==> src/rtl/matrix_3_3_c_writer.sv <==
// matrix_3_3_c_writer
// Result-side storage for the 3x3 matrix multiplier. Product elements arrive
// one at a time and are stored row-major into a 3x3 register array; full rises
// once all nine have been accepted. A registered random-access read port
// returns any element by (row, col).
//
// Optional build macro: MATRIX_C_CHECKSUM_EN adds a `checksum` output that
// accumulates the sum of every accepted element since the last reset or clear.
//
// Handshake: an element is transferred on a rising edge where in_valid and
// in_ready are both high and clear is low. in_ready does not depend on
// in_valid. While in_ready is low, in_valid and in_data are ignored.

module matrix_3_3_c_writer #(
    parameter int DATA_W = 8
) (
    input  logic              clk,
    input  logic              rst_n,
    input  logic              clear,
    input  logic              in_valid,
    input  logic [DATA_W-1:0] in_data,
    output logic              in_ready,
    output logic [1:0]        wr_row,
    output logic [1:0]        wr_col,
    output logic              full,
    input  logic [1:0]        rd_row,
    input  logic [1:0]        rd_col,
    output logic [DATA_W-1:0] rd_data
`ifdef MATRIX_C_CHECKSUM_EN
    ,
    output logic [DATA_W+3:0] checksum
`endif
);

    typedef enum logic {
        ST_FILL = 1'b0,
        ST_FULL = 1'b1
    } state_t;

    state_t            state;
    state_t            state_next;
    logic              accept;
    logic              last_pos;
    logic [3:0]        wr_idx;
    logic [3:0]        rd_idx;
    logic              rd_in_range;
    logic [DATA_W-1:0] mem [9];

    // Handshake decode and row-major address arithmetic; clear overrides an accept.
    always_comb begin
        accept      = in_valid && in_ready && !clear;
        last_pos    = (wr_row == 2'd2) && (wr_col == 2'd2);
        wr_idx      = ({2'b00, wr_row} * 4'd3) + {2'b00, wr_col};
        rd_idx      = ({2'b00, rd_row} * 4'd3) + {2'b00, rd_col};
        rd_in_range = (rd_row != 2'd3) && (rd_col != 2'd3);
    end

    // Next-state logic: fill until the ninth accept, then hold until clear.
    always_comb begin
        state_next = state;
        if (clear) begin
            state_next = ST_FILL;
        end else begin
            case (state)
                ST_FILL: if (accept && last_pos) state_next = ST_FULL;
                ST_FULL: state_next = ST_FULL;
                default: state_next = ST_FILL;
            endcase
        end
    end

    // State register.
    always_ff @(posedge clk or negedge rst_n) begin
        if (!rst_n) begin
            state <= ST_FILL;
        end else begin
            state <= state_next;
        end
    end

    // Registered status flags, decoded from the state being entered so they track state exactly.
    always_ff @(posedge clk or negedge rst_n) begin
        if (!rst_n) begin
            in_ready <= 1'b1;
            full     <= 1'b0;
        end else begin
            in_ready <= (state_next == ST_FILL);
            full     <= (state_next == ST_FULL);
        end
    end

    // Write position: row-major advance on each accept, wrapping to (0,0) after (2,2).
    always_ff @(posedge clk or negedge rst_n) begin
        if (!rst_n) begin
            wr_row <= 2'd0;
            wr_col <= 2'd0;
        end else if (clear) begin
            wr_row <= 2'd0;
            wr_col <= 2'd0;
        end else if (accept) begin
            if (wr_col < 2'd2) begin
                wr_col <= wr_col + 2'd1;
            end else begin
                wr_col <= 2'd0;
                wr_row <= (wr_row == 2'd2) ? 2'd0 : wr_row + 2'd1;
            end
        end
    end

    // Element storage: zeroed only by reset; clear leaves old contents readable.
    always_ff @(posedge clk or negedge rst_n) begin
        if (!rst_n) begin
            for (int i = 0; i < 9; i++) begin
                mem[i] <= '0;
            end
        end else if (accept) begin
            mem[wr_idx] <= in_data;
        end
    end

    // Registered read port, always enabled; same-address write shows the old value (read-before-write).
    always_ff @(posedge clk or negedge rst_n) begin
        if (!rst_n) begin
            rd_data <= '0;
        end else begin
            rd_data <= rd_in_range ? mem[rd_idx] : '0;
        end
    end

`ifdef MATRIX_C_CHECKSUM_EN
    // Running sum of accepted elements; four extra bits cover nine maximum-value elements.
    always_ff @(posedge clk or negedge rst_n) begin
        if (!rst_n) begin
            checksum <= '0;
        end else if (clear) begin
            checksum <= '0;
        end else if (accept) begin
            checksum <= checksum + {4'b0000, in_data};
        end
    end
`endif

endmodule

==> config.mk <==
export PLATFORM = sky130hd
export DESIGN_NAME = matrix_3_3_c_writer
export DESIGN_NICKNAME = d
export VERILOG_FILES = /design/src/rtl/matrix_3_3_c_writer.sv
export SDC_FILE = /design/constraint.sdc
export NUM_CORES = 1
export LEC_CHECK = 0
export BUFFER_PORTS_ARGS = -buffer_cell sky130_fd_sc_hd__buf_4
export CORE_AREA = 2 2 121 123
export DETAILED_ROUTE_END_ITERATION = 7
export DIE_AREA = 0 0 123 125
export SLEW_MARGIN = 20
export SYNTH_ARGS = -nofsm -noshare
export SYNTH_HDL_FRONTEND = slang
export SYNTH_SLANG_ARGS = --single-unit
==> constraint.sdc <==
create_clock -name clk -period 3.3 [get_ports clk]
set_clock_uncertainty 0.1 [all_clocks]
set_input_delay 0.495 -clock clk [delete_from_list [all_inputs] [get_ports clk]]
set_output_delay 0.495 -clock clk [all_outputs]
set_load 0.1 [all_outputs]
After elaboration in Yosys (flattened, before gate mapping):

Cells that the tools add are included.

* logic and storage cells: 59
* register bits after elaboration: 86
* output and inout bits: 14

* mux-type cells: 17
* $add $sub $neg: 4
* $lt $le $gt $ge: 4
* bitwise logic cells: 4
* reduce and logical (&&, ||, !) cells: 9
* equality and inequality tests: 5
* $mul: 2

Operators with widths (number)
* 72-bit bitwise mux: 1
* 8-bit binary-select mux with 4-bit select: 1
* 8-bit demux with 4-bit select: 1
* 8-bit two-way mux: 4
* 2-bit two-way mux: 7
* 5-bit >= comparator, second input constant: 2
* 4-bit NOT with 5-bit output: 2
* 4-bit by 2-bit adder with 4-bit output: 2
* 2-bit by 2-bit multiplier with 4-bit output, second input constant: 2
* 1-bit logical AND: 6
* 2-bit inequality test, second input constant: 3
* 5-bit by 1-bit less-than comparator with 1-bit output, second input constant: 1
* 2-bit by 1-bit adder with 2-bit output, second input constant: 2
* 2-bit == test, second input constant: 2
* 2-bit less-than comparator, second input constant: 1
* 1-bit two-way mux: 2
* 1-bit NOT: 2
* 1-bit case mux with 2 select lines: 1
* 2-bit AND reduction: 1
* 2-bit nonzero test: 1
* 1-bit logical NOT: 1

Depth between registers and ports, before layout:

* depth in word-level cells: 8
* mapped depth: 9
* depth with buffers taken out: 7

Least setup slack after synthesis:

No wires, ideal clock.

* kind: register -> register
* start: register wr_row[0]
* end: register mem[24] (netlist bit)
* required time: 3.075 ns
* arrival: 3.168 ns
* library setup time: 0.125 ns
* clock period less this slack: 3.393 ns
* cell stages (with the launch flop): 8
* path slack: -0.093 ns
* cell sequence: dfrtp_1 fa_1 ha_1 inv_1 fa_1 nand3b_4 nor3b_4 mux2_2

* word-level cells in the longest chain between the ends: 8
* elaborated cells on any way between the ends: 9

RTL lines
* start: declaration: line 23 `output logic [1:0] wr_row,`
* start signal: assignment: line 105 `wr_row <= (wr_row == 2'd2) ? 2'd0 : wr_row + 2'd1;`
* 2-bit by 2-bit multiplier with 4-bit output *: line 53 `wr_idx = ({2'b00, wr_row} * 4'd3) + {2'b00, wr_col};`
* 4-bit by 2-bit adder with 4-bit output *: line 53
* 4-bit NOT with 5-bit output (not written as such) *: line 117 `mem[wr_idx] <= in_data;`
* 5-bit >= comparator (not written as such) or 5-bit by 1-bit less-than comparator with 1-bit output (tied branches): line 117
* 1-bit logical AND (not written as such): line 117
* 8-bit two-way mux (not written as such): line 117
* 8-bit demux with 4-bit select *: line 117
* 72-bit bitwise mux *: line 117
* end signal: indexed assignment: line 117
* end: declaration: line 47 `logic [DATA_W-1:0] mem [9];`

Mark *: on every way between the ends. The rest lies on a longest branch, timed or not.
A chain may end at the register's enable or synchronous reset.

Worst setup path after layout:

* start: register wr_row[0]
* end: register mem[26] (netlist bit)

Same word-level chain as after synthesis.

==> impl_metrics.yaml <==
power_and_ir_drop:
  power_density_nw_per_um2: 570.2
  p_leak_nw: 2.359
  max-vdd-ir-drop_v: 0.0002195
finish:
  final_core_util: 0.3436
  fin_cells: 498
  areaGrowthSynthToFinish_pct: 18.58
  regArea_um2: 2157
  multiInputGateArea_um2: 1879
  nets: 338
  diodes: 0
  num-fill-cells: 1386
  layout-drive-gt1-share: 0.4618
logic_synthesis:
  synth-seq-cells: 86
  async_reset_ff_frac: 1.000
  synth-main-ff-cell: "dfrtp_1"
  avgSynthCellArea_um2: 15.47
  netlist_instances: 266
  syn_area_um2: 4115
  yosys_warnings: 0
  yosysSeqAreaShare: 0.5233
  syn_nets: 295
  synth_edf_count: 0
  synth_cell_type_count: 33
place:
  post-place-cells: 482
  gp_congestion: 0.7234
  io_buffers: 29
  dp_hpwl_um: 5703
min_path:
  hold_path.class: "in -> async"
floorplanning:
  design.die.area_um2: 15380
  start_util: 0.2897
  num_rows: 44
  io_pins: 30
  die_h_um: 125
  die_x_um: 123
  core-area_um2: 14200
clocking:
  cts.clk_slew.worst_paths_ns: 0.06
  clk_latency_ns: 0.33
  cts_made_buffers: 9
  post_cts_buffers: 0
  htreeDepth: 3
  clockBufferDepth: 2
  tritoncts: "yes"
  cts_sinks: 86
  cts_hold_buf: 0
  cts.repair.resized: 0
  clockRootBuffer: "clkbuf_16"
critical_path:
  reg2reg_from: "wr_row[0]$_DFFE_PN0P_"
  path_cells: "fa_1 > ha_1 > inv_1 > fa_1 > nand3b_4 > nor3b_4 > mux2_2"
  crit_path_end: "mem[26]$_DFFE_PN0P_"
  worst_path_most_repeated_cell: "fa_1"
  crit_path_max_fanout: 8
  r2r_cells: 7
  worst_r2r_endpoint: "mem[26]$_DFFE_PN0P_"
  critPathArrivalTime_ns: 3.21
  cp.required_ns: 3.42
  path_buf_inv: 1
  r2r_slack_ns: 0.21
  crit_cells: 7
  critPathTopFamily: "adder cells"
  critPathMaxStageDelay_ns: 0.56
  critical_path.slowest_cell: "fa_1"
  criticalPathCategory: "reg -> reg"
  worstSetupEndpointType: "register"
  startpoint: "wr_row[0]$_DFFE_PN0P_"
  worst_setup_path_start_kind: "register"
routing:
  wl_per_cell_um: 17.49
  drc_errors: 0
  vias: 2429
  drtIter0Drc: 140
  routed_wl_um: 8708
  ant_nets: 0
  dr.pass1.iters: 4
  vias_per_cell: 4.878
global_routing:
  grt_max_degree: 52
  grt.overflow.total: 0
  grt_pass1_wl_um: 13980
  grt_pass1_vias: 2488
  grt_use_total: 0.1197
  antenna_found_initial: 0
timing:
  grt_setup_unrepaired: "no"
  final.min_clock_period_ns: 3.088
  fmax_mhz: 323.9
  tightestPinTransition_ns: 0.9617
  maxSlewViolCount: 0
  hold_viol: 0
  max-slew-margin-rel: 0.3589
  fin_crit_sh: 0.9357
  setup_violations: 0
  fin_setup_tns_ns: 0
run_status:
  outcome: "complete, no violations"
job:
  max_cap_violations: 0
==> routing by layer <==
layer	track usage	wire (um)	vias to the layer above
met5	0	0	-
met4	0.05013	195	0
met3	0.02646	386	15
met2	0.1709	3967	56
met1	0.1746	4159	1274
li1	-	-	1084
==> logic make-up (layout without fill, tap and decap cells) <==
| kind of cell | after synthesis | count (layout) | synth area share |
|---|---|---|---|
| flip-flops | 86 | 86 | 0.5233 |
| AND/OR/NAND/NOR | 40 | 40 | 0.07358 |
| buffers and inverters | 16 | 64 | 0.02007 |
| multiplexers | 91 | 91 | 0.3025 |
| adder cells (fa/ha/maj) | 13 | 13 | 0.04865 |
| AO/OA/AOI/OAI | 20 | 20 | 0.03193 |
==> power breakdown <==
group	switching [W]	internal, W	leakage [nW]
combinational	0.000328	0.000246	1.08
sequential	0.0000611	0.00119	1.14
clock	0.000439	0.000520	0.141
total	0.000828	0.00195	2.36
==> cell usage after synthesis, types with 2 or more instances <==
cell type,number,share of area
dfrtp_1,85,0.52
mux2_2,72,0.20
mux4_1,15,0.096
nand2_1,10,0.0091
ha_1,8,0.024
nor2_1,8,0.0073
a211oi_1,7,0.013
inv_1,7,0.0064
o22ai_1,7,0.011
fa_1,5,0.024
a21oi_1,4,0.0049
mux2i_1,4,0.0097
buf_2,3,0.0036
clkbuf_1,3,0.0027
nand3b_4,3,0.015
nor3b_1,3,0.0055
buf_6,2,0.0055
nand2b_1,2,0.0030
nand4b_1,2,0.0043
nor3b_4,2,0.0091
or2_2,2,0.0030
==> sequential cells by signal, indices dropped and copies added (netlist names) <==
name,flops
wr_row,2
in_ready,1
mem,72
wr_col,2
full,1
rd_data,8
==> layout by cell type (no fill, tap or decap), drive strengths merged <==
cell    Yosys  layout
dfrtp      85      85
mux2       72      72
buf         5      41
mux4       15      15
nand2      11      11
inv         7      11
clkbuf      4       9
nor2        9       9
ha          8       8
o22ai       7       7
a211oi      7       7
fa          5       5
nor3b       5       5
mux2i       4       4
a21oi       4       4
nand3b      3       3
clkinv      0       3
nand4b      2       2
nand2b      2       2
or2         2       2
nand3       2       2
nor3        2       2
o211ai      1       1
a21o        1       1
and3b       1       1
and3        1       1
dfstp       1       1
==> layout make-up <==
class | instances | share of cell area
sequential | 86 | 0.4421
multi-input combinational | 164 | 0.3851
timing repair buffer | 41 | 0.06308
tap | 184 | 0.04718
clock buffer | 9 | 0.04615
clock inverter | 7 | 0.01103
inverter | 7 | 0.005385
==> stage by stage <==
step	hold WS [ns]	area [um2]	total power [W]	setup WS, ns
finish	0.08071	4880	0.002782	0.2123
global route	0.1311	4880	0.002910	0.1047
CTS	0.1009	4880	0.002809	0.1906
detailed placement	0.3858	4601	0.001845	0.1966
global placement	0.3786	4601	0.001829	0.2857
floorplan	0.09941	4119	0.001676	0.2381
==> worst min path at each step <==
stage                   startpoint                     to  slack, ns
2_1_floorplan                rst_n         full$_DFF_PN0_        0.1
3_3_place_gp   mem[40]$_DFFE_PN0P_    mem[40]$_DFFE_PN0P_       0.38
3_5_place_dp   mem[46]$_DFFE_PN0P_    mem[46]$_DFFE_PN0P_       0.39
4_1_cts                      rst_n  wr_row[1]$_DFFE_PN0P_       0.10
5_1_grt                      rst_n  wr_row[1]$_DFFE_PN0P_       0.13
6_report                     rst_n  wr_row[1]$_DFFE_PN0P_       0.08
No activity file was read; power rests on OpenSTA's default activity.
